[config.mk]
export PLATFORM = sky130hd
export DESIGN_NAME = cbx_param_ccff
export DESIGN_NICKNAME = d
export VERILOG_FILES = /design/src/rtl/cbx_param_ccff.sv
export SDC_FILE = /design/constraint.sdc
export NUM_CORES = 1
export LEC_CHECK = 0
export BUFFER_PORTS_ARGS = -buffer_cell sky130_fd_sc_hd__buf_2
export CORE_ASPECT_RATIO = 0.9
export CORE_MARGIN = 2
export CORE_UTILIZATION = 50
export DETAILED_ROUTE_END_ITERATION = 7
export GPL_TIMING_DRIVEN = 0
export PLACE_DENSITY = 0.79
export SETUP_SLACK_MARGIN = 0.2
export SLEW_MARGIN = 20
export SYNTH_ARGS = -nofsm -noshare
export SYNTH_HDL_FRONTEND = slang
export SYNTH_SLANG_ARGS = --single-unit
[constraint.sdc]
create_clock -name prog_clk -period 3.1 [get_ports prog_clk]
set_input_delay 0 -clock prog_clk [delete_from_list [all_inputs] [get_ports prog_clk]]
set_output_delay 0 -clock prog_clk [all_outputs]
set_load 0.1 [all_outputs]
[src/rtl/cbx_param_ccff.sv]
// cbx_param_ccff: parametrised horizontal connection block.
//  - CHAN_W tracks pass straight through in both directions, purely combinational.
//  - NUM_IPIN grid pins, each driven by a MUX_SIZE-tap mux. Select code 0 and
//    codes above MUX_SIZE both mean "off", which drives the pin to 0.
//  - Select bits are held in a serial config chain (ccff). A saturating shift
//    counter raises cfg_done once TOTAL_BITS bits have been shifted in since reset.
// Optional build macro: CBX_SHADOW_CFG_EN
//  - When defined, the muxes read a shadow copy of the chain. The shadow copy is
//    updated only on config_commit, so the pins do not glitch while programming.
//  - When undefined, the muxes read the chain directly and config_commit is ignored.
// Parameter legality: MUX_SIZE must be even and lie in 2..2*CHAN_W.

// Per-pin mux decode. tap_i already holds the MUX_SIZE candidate track bits.
module cbx_param_ccff_pin #(
  parameter int MUX_SIZE = 10,
  parameter int SEL_W    = $clog2(MUX_SIZE + 1)
) (
  input  logic [SEL_W-1:0]    sel_i,
  input  logic [MUX_SIZE-1:0] tap_i,
  output logic                ipin_o
);

  // Code k in 1..MUX_SIZE picks tap k-1. Code 0 and out-of-range codes give 0.
  always_comb begin
    ipin_o = 1'b0;
    for (int j = 0; j < MUX_SIZE; j++) begin
      if (sel_i == SEL_W'(j + 1)) ipin_o = tap_i[j];
    end
  end

endmodule

module cbx_param_ccff #(
  parameter int CHAN_W     = 20,
  parameter int NUM_IPIN   = 9,
  parameter int MUX_SIZE   = 10,
  parameter int TAP_STRIDE = 4
) (
  input  logic              prog_clk,
  input  logic              pReset,
  input  logic              config_enable,
  input  logic              ccff_head,
  input  logic              config_commit,
  input  logic [CHAN_W-1:0] chanx_left_in,
  input  logic [CHAN_W-1:0] chanx_right_in,
  output logic [CHAN_W-1:0] chanx_left_out,
  output logic [CHAN_W-1:0] chanx_right_out,
  output logic [NUM_IPIN-1:0] ipin_out,
  output logic              ccff_tail,
  output logic              cfg_done
);

  localparam int SEL_W      = $clog2(MUX_SIZE + 1);
  localparam int TOTAL_BITS = NUM_IPIN * SEL_W;
  localparam int CNT_W      = $clog2(TOTAL_BITS + 1);

  // Chain storage: bit i of cfg_q is chain position i; position 0 is nearest the head.
  logic [TOTAL_BITS-1:0] cfg_q, cfg_d;
  logic [CNT_W-1:0]      cnt_q, cnt_d;
  logic                  done_q, done_d;
  logic [TOTAL_BITS-1:0] act;

  // Channel pass-through: the output on each side carries the track from the opposite side.
  assign chanx_left_out  = chanx_right_in;
  assign chanx_right_out = chanx_left_in;

  // Shift the chain one place toward the tail on each enabled edge.
  // The counter saturates at TOTAL_BITS, so cfg_done stays high while reloading.
  always_comb begin
    cfg_d  = cfg_q;
    cnt_d  = cnt_q;
    if (config_enable) begin
      cfg_d = {cfg_q[TOTAL_BITS-2:0], ccff_head};
      if (cnt_q != CNT_W'(TOTAL_BITS)) cnt_d = cnt_q + CNT_W'(1);
    end
    done_d = (cnt_d == CNT_W'(TOTAL_BITS));
  end

  // Chain, counter and done flag. All of them clear asynchronously on reset.
  always_ff @(posedge prog_clk or posedge pReset) begin
    if (pReset) begin
      cfg_q  <= '0;
      cnt_q  <= '0;
      done_q <= 1'b0;
    end else begin
      cfg_q  <= cfg_d;
      cnt_q  <= cnt_d;
      done_q <= done_d;
    end
  end

  assign ccff_tail = cfg_q[TOTAL_BITS-1];
  assign cfg_done  = done_q;

`ifdef CBX_SHADOW_CFG_EN
  logic [TOTAL_BITS-1:0] act_q;

  // Shadow copy of the chain. On a commit edge it samples the value from before the shift.
  always_ff @(posedge prog_clk or posedge pReset) begin
    if (pReset)             act_q <= '0;
    else if (config_commit) act_q <= cfg_q;
  end

  assign act = act_q;
`else
  logic unused_commit;
  assign unused_commit = config_commit;
  assign act = cfg_q;
`endif

  // Tap wiring: tap j of pin p reads track (p + (j/2)*TAP_STRIDE) mod CHAN_W.
  // Even taps read the left-side input; odd taps read the right-side input.
  logic [NUM_IPIN-1:0][MUX_SIZE-1:0] taps;

  for (genvar p = 0; p < NUM_IPIN; p++) begin : g_pin
    for (genvar j = 0; j < MUX_SIZE; j++) begin : g_tap
      localparam int T = (p + (j / 2) * TAP_STRIDE) % CHAN_W;
      if (j % 2 == 0) begin : g_l
        assign taps[p][j] = chanx_left_in[T];
      end else begin : g_r
        assign taps[p][j] = chanx_right_in[T];
      end
    end

    cbx_param_ccff_pin #(
      .MUX_SIZE (MUX_SIZE),
      .SEL_W    (SEL_W)
    ) u_pin (
      .sel_i  (act[p*SEL_W +: SEL_W]),
      .tap_i  (taps[p]),
      .ipin_o (ipin_out[p])
    );
  end

endmodule

==> impl_metrics.ini, run 1 <==
[outcome]
outcome = finished, final reports clean

[power]
power.share.switching = 0.490
sequentialPowerShare = 0.303
irDropWorstVdd_mv = 0.673
clk_pwr_share = 0.109
power_report.internal_total_mw = 1.62
fin_total_pwr_mw = 3.19
cellPowerDensity_nw_per_um2 = 885
p_sw_mw = 1.56
p_leak_nw = 1.78
comb_power_share = 0.588

[yosys]
async_reset_ff_frac = 1.00
yosys_register_bits = 43
mappedNetlistNets = 301
synthTopCellsByCount = sky130_fd_sc_hd__buf_4 (56), sky130_fd_sc_hd__dfrtp_1 (43), sky130_fd_sc_hd__mux2_2 (36), sky130_fd_sc_hd__mux2i_1 (34), sky130_fd_sc_hd__nand2_1 (16)
synthTopCellsByArea = sky130_fd_sc_hd__dfrtp_1 (37%), sky130_fd_sc_hd__buf_4 (14%), sky130_fd_sc_hd__mux2_2 (14%)
synthesized_instance_count = 254
post_synth_num_cell_types = 23
synth-seq-area-share = 0.369
synth_area_sq_um = 2910
count_of_flip_flops_with_a_built_in_enable_after_synthesis = 0
synth.yosys.warnings = 0
yosys.cell_count.top_type = sky130_fd_sc_hd__buf_4
yosys_most_used_dff = sky130_fd_sc_hd__dfrtp_1
syn_avg_cell_area_sq_um = 11.5
synth_largest_type_area_fraction = 0.369
netlist.top_cell.by_area = sky130_fd_sc_hd__dfrtp_1

[cts]
clock-sinks = 43
cts_tree = yes
post_cts.repair.setup_buffers = 0
cts.hold.buffers_added = 2
clock_insertion_delay_worst_skew_ns = 0.29
clkSlewWorstSetupHoldPaths_ns = 0.08
max_buffers_root_to_sink = 2
cts_bufs_inserted = 5
cts-resized-gates = 0
ctsRootBufferMaster = sky130_fd_sc_hd__clkbuf_8
cts.htree.levels = 2

[timing]
final_critical_path_setup_slack_ns = 0.918
timing_worst_slew_pin_value_ns = 0.498
fmaxAchievable_mhz = 458
fin_setup_tns_ns = 0
maxSlewHeadroom = 0.670
rsz0062_at_grt = false
final-max-slew-violation-count = 0
holdWs_ns = 0.0376
hold_viol_final = 0
period_needed_ns = 2.18
clock_skew_ns = 0.00553
setup_viol = 0
layout_worst_path_cycle_share = 0.704

[routing]
totalWireLength_um = 5710
firstDrtPassIters = 4
antenna_violating_nets_post_route = 0
detail_route.drc_violations = 0
vias = 2196
viasPerCell = 5.12
drt_iter0_drc = 57
wl_per_cell_um = 13.3

[setup_path]
endpoint_kind = primary output
r2r_cells = 6
timing.critical_path.from = act[0]$_DFFE_PP0P_
largest_driver_fanout_on_the_critical_path = 7
critPathRequiredTime_ns = 3.10
reg2reg_from = cnt_q[0]$_DFF_PP0_
critPathLaunchType = flop
setup.worst_path.class = flop to primary output
cp.arrival_ns = 2.18

[cells_and_area]
drive_gt1_frac = 0.599
diodes = 0
area_growth_pct = 23.4
nets = 405
nFillCells = 481

[global_routing]
grt_start_max_net_pins = 36
antenna_found_initial = 0
gr-usage-all-layers = 0.181
global_route_wire_length_before_repair_um = 9670
grt-ovfl-total = 0
first_global_vias = 2122

[worst_hold_path]
hold_start = config_enable
holdPathStages = 2
hold_wc_path_type = primary input to flop

[run]
cap_violations = 0

[floorplanning]
start_util = 0.515
die_h_um = 76.4
dieArea_sq_um = 6460
core.rowCount = 26
ioPinCount = 96
dieWidth_um = 84.5
fp.coreArea_sq_um = 5660

[placed_design]
placement.io_buffers = 94
place.gp.congestion = 0.800
place.detailed.hpwl_um = 4410
preCtsSetupSlack_ns = 1.25
## path summary, 6_finish.rpt
path	endpoint	slack [ns]
max	ipin_out[0]	0.92
min	cnt_q[1]$_DFF_PP0_	0.04
max reg2reg	cfg_done$_DFF_PP0_	1.53
min reg2reg	cnt_q[5]$_DFF_PP0_	0.49
max in group asynchronous	cnt_q[2]$_DFF_PP0_	2.50
min in group asynchronous	act[28]$_DFFE_PP0P_	0.16
## sequential cells by signal, indices dropped and copies added (netlist names)
register  cells
act          36
cfg_done      1
cnt_q         6
## final cells by class
type / count / area [sq um] / share of cell area
Tap cell: 70 / 87.6 / 0.0243
Sequential cell: 43 / 1080 / 0.299
Buffer: 62 / 450 / 0.125
Clock buffer: 6 / 72.6 / 0.0202
Timing Repair Buffer: 97 / 510 / 0.142
Multi-Input combinational cell: 146 / 1380 / 0.383
Inverter: 3 / 11.3 / 0.00313
Clock inverter: 2 / 12.5 / 0.00348
## stage by stage
step / utilization / cells / cell area, sq um
after floorplan: - / 254 / 2910
after global placement: 0.613 / 418 / 3470
after global routing: 0.636 / 429 / 3600
after detailed placement: 0.617 / 419 / 3490
after CTS: 0.636 / 429 / 3600
final: 0.636 / 429 / 3600
## critical path, cell delays in order, from the launching register on
cell                       delay (ns)
sky130_fd_sc_hd__dfrtp_1         0.36
sky130_fd_sc_hd__buf_2           0.16
sky130_fd_sc_hd__nand2b_1        0.14
sky130_fd_sc_hd__mux4_2          0.45
sky130_fd_sc_hd__o21ai_0         0.22
sky130_fd_sc_hd__buf_4           0.15
sky130_fd_sc_hd__buf_2           0.41
## power groups by stage
stage	clock network (mW)	registers, mW	logic [mW]
2_1_floorplan	0	0.930	1.62
3_3_place_gp	0	0.966	1.84
3_5_place_dp	0	0.979	1.87
4_1_cts	0.354	0.967	1.88
5_1_grt	0.382	1.00	1.98
6_report	0.347	0.965	1.87
## per-layer routing
layer,track usage,part of all wire,wire length [um],vias up
met3,0.0379,0.056,320,7
met4,0.0460,0.012,66,0
li1,-,-,-,1065
met2,0.306,0.49,2780,63
met5,0,0,0,-
met1,0.238,0.45,2550,1061
## logic make-up after synthesis
| kind of cell | Yosys count | share of synthesized area |
|---|---|---|
| adders and majority gates | 2 | 0.00859 |
| DFF | 43 | 0.369 |
| buffers and inverters | 65 | 0.158 |
| and+or+nand+nor | 40 | 0.0799 |
| AOI/OAI and AO/OA | 21 | 0.0416 |
| muxes | 80 | 0.333 |
| xor gates and xnor gates | 3 | 0.00902 |
## layout by cell type, fill, tap and decap left out
cell type	instances
sky130_fd_sc_hd__o22ai_1	4
sky130_fd_sc_hd__clkbuf_8	5
sky130_fd_sc_hd__buf_2	100
sky130_fd_sc_hd__nand2_1	16
sky130_fd_sc_hd__o21ai_0	14
sky130_fd_sc_hd__nand3_1	1
sky130_fd_sc_hd__nor3_1	1
sky130_fd_sc_hd__clkbuf_1	1
sky130_fd_sc_hd__xnor2_1	2
sky130_fd_sc_hd__a21oi_1	1
sky130_fd_sc_hd__xor2_1	1
sky130_fd_sc_hd__and4bb_2	2
sky130_fd_sc_hd__o21ba_2	1
sky130_fd_sc_hd__ha_1	2
sky130_fd_sc_hd__nor2_1	2
sky130_fd_sc_hd__buf_12	1
sky130_fd_sc_hd__dfrtp_1	43
sky130_fd_sc_hd__a21boi_2	1
sky130_fd_sc_hd__mux2_2	36
sky130_fd_sc_hd__nand4_1	2
sky130_fd_sc_hd__inv_1	2
sky130_fd_sc_hd__nand2b_1	2
sky130_fd_sc_hd__nand3b_1	14
sky130_fd_sc_hd__buf_4	56
sky130_fd_sc_hd__clkinvlp_4	1
sky130_fd_sc_hd__dlygate4sd3_1	2
sky130_fd_sc_hd__mux2i_1	34
sky130_fd_sc_hd__inv_2	1
sky130_fd_sc_hd__clkinv_2	1
sky130_fd_sc_hd__mux4_2	10
Power figures use the tool's default switching activity.
==> run 2: changes to the inputs <==
--- a/config.mk
+++ b/config.mk
@@ -8,10 +8,10 @@
 export BUFFER_PORTS_ARGS = -buffer_cell sky130_fd_sc_hd__buf_2
 export CORE_ASPECT_RATIO = 0.9
 export CORE_MARGIN = 2
-export CORE_UTILIZATION = 50
+export CORE_UTILIZATION = 46
 export DETAILED_ROUTE_END_ITERATION = 7
 export GPL_TIMING_DRIVEN = 0
-export PLACE_DENSITY = 0.79
+export PLACE_DENSITY = 0.77
 export SETUP_SLACK_MARGIN = 0.2
 export SLEW_MARGIN = 20
 export SYNTH_ARGS = -nofsm -noshare
==> constraint.sdc (replaced) <==
create_clock -name prog_clk -period 1.9 [get_ports prog_clk]
set_input_delay 0 -clock prog_clk [delete_from_list [all_inputs] [get_ports prog_clk]]
set_output_delay 0 -clock prog_clk [all_outputs]
set_load 0.1 [all_outputs]
==> run 2 against run 1 <==
Against the previous run: combinational power up 100%; sequential share of layout area shrank 2.3 points; total power up 89%; cell count rose by 5.4%; critical path type unchanged; largest power group unchanged.
==> impl_metrics.ini, run 2 (synthesized netlist as in run 1, its figures left out) <==
[timing]
timing_worst_slew_pin_value_ns = 0.492
hold_viol_final = 0
rsz0062_at_grt = true
fin_setup_tns_ns = 0
final-max-slew-violation-count = 0
setup_viol = 0
layout_worst_path_cycle_share = 0.977
fmaxAchievable_mhz = 538
clock_skew_ns = 0.00355
period_needed_ns = 1.86
maxSlewHeadroom = 0.674

[cts]
cts_bufs_inserted = 5
ctsRootBufferMaster = sky130_fd_sc_hd__clkbuf_8
cts.htree.levels = 2
clock_insertion_delay_worst_skew_ns = 0.29
max_buffers_root_to_sink = 2
cts_tree = yes
clkSlewWorstSetupHoldPaths_ns = 0.08
clock-sinks = 43

[worst_hold_path]
hold_wc_path_type = primary input to flop
hold_start = config_enable
hold_end = cnt_q[1]$_DFF_PP0_
holdPathStages = 2

[cells_and_area]
final-seq-area_sq_um = 1080
area_growth_pct = 33.9
diodes = 0
layout.cells.most_common = sky130_fd_sc_hd__buf_2
nets = 411
multi_input_area_sq_um = 1410
commonest_non_fill_non_tap_cells_in_the_layout = sky130_fd_sc_hd__buf_2 (89), sky130_fd_sc_hd__buf_4 (53), sky130_fd_sc_hd__dfrtp_1 (43)
nFillCells = 505
drive_gt1_frac = 0.633
stdcell_area_sq_um = 3900
largest_register_ffs = 36

[setup_path]
cp.arrival_ns = 1.86
critPathLaunchType = flop
setup.worst_path.class = flop to primary output
largest_driver_fanout_on_the_critical_path = 5
critPathRequiredTime_ns = 1.90
rr_endpoint = cfg_done$_DFF_PP0_
reg2reg_from = cnt_q[0]$_DFF_PP0_
r2r_cells = 6
reg2reg_slack_ns = 0.31
endpoint_kind = primary output

[floorplanning]
die_h_um = 79.5
fp.coreArea_sq_um = 6110
dieWidth_um = 87.9
ioPinCount = 96
dieArea_sq_um = 6990
core.rowCount = 27
start_util = 0.477

[routing]
firstDrtPassIters = 4
detail_route.drc_violations = 0
wl_per_cell_um = 13.4
viasPerCell = 4.88
drt_iter0_drc = 75
totalWireLength_um = 6050
antenna_violating_nets_post_route = 0
vias = 2204

[global_routing]
first_global_vias = 2153
global_route_wire_length_before_repair_um = 10000
antenna_found_initial = 0
gr-usage-all-layers = 0.183
grt_start_max_net_pins = 27
grt-ovfl-total = 0

[placed_design]
placement.cell_area_sq_um = 3510
place.detailed.hpwl_um = 4480
placement.io_buffers = 94
place.gp.congestion = 0.822

[power]
irDropWorstVdd_mv = 0.746
fin_total_pwr_mw = 6.01
cellPowerDensity_nw_per_um2 = 1540
p_leak_nw = 1.89

[outcome]
outcome = finished, final reports clean

[run]
cap_violations = 0
[run 2: area by class of cell]
type                       count  area share
multi-input combinational    146       0.362
inverter                       3     0.00289
buffer                        62       0.127
timing repair buffer         103       0.177
clock buffer                   7      0.0247
sequential                    43       0.276
clock inverter                 1     0.00192
tap                           87      0.0279
[run 2: worst max-delay path by stage]
stage / startpoint / slack (ns) / cells past startpoint / to
finish: act[14]$_DFFE_PP0P_ / 0.04 / 6 / ipin_out[3]
global route: act[14]$_DFFE_PP0P_ / -0.02 / 6 / ipin_out[3]
CTS: act[0]$_DFFE_PP0P_ / 0.04 / 6 / ipin_out[0]
detailed placement: act[18]$_DFFE_PP0P_ / 0.06 / 6 / ipin_out[4]
global placement: act[0]$_DFFE_PP0P_ / 0.06 / 6 / ipin_out[0]
floorplan: act[0]$_DFFE_PP0P_ / 0.39 / 5 / ipin_out[0]
[run 2: per-stage QoR]
| stage | setup WS [ns] | std cells | util | hold slack [ns] |
|---|---|---|---|---|
| finish | 0.0428 | 452 | 0.638 | 0.0451 |
| global route | -0.0242 | 452 | 0.638 | 0.0458 |
| CTS | 0.0377 | 451 | 0.632 | 0.0239 |
| detailed placement | 0.0571 | 436 | 0.575 | 0.0114 |
| global placement | 0.0582 | 435 | 0.571 | 0.234 |
| floorplan | 0.391 | 254 | - | 0.139 |
[run 2: where the power goes]
part,switching [mW],internal [mW],leakage (nW)
Combinational,2.04,1.70,1.30
Sequential,0.370,1.25,0.540
Clock,0.311,0.331,0.0505
[run 2: worst max-delay path, stage by stage (launching register included)]
cell	delay, ns
sky130_fd_sc_hd__dfrtp_1	0.38
sky130_fd_sc_hd__buf_6	0.13
sky130_fd_sc_hd__mux2i_1	0.11
sky130_fd_sc_hd__mux4_2	0.49
sky130_fd_sc_hd__o21ai_2	0.15
sky130_fd_sc_hd__buf_6	0.13
sky130_fd_sc_hd__buf_12	0.16
[run 2: what timing repair did]
item                       4_1_cts  5_1_grt
gates resized for setup         59        8
pin swaps                        4        4
hold endpoints to repair        18        0
setup buffers                    5        1
hold buffers                     2        0
setup endpoints to repair        9        9
[run 2: routing by layer]
layer	up-vias	track usage	wire [um]
li1	1075	-	-
met1	1049	0.250	2750
met2	68	0.289	2870
met3	12	0.0383	318
met4	0	0.0600	112
met5	-	0	0
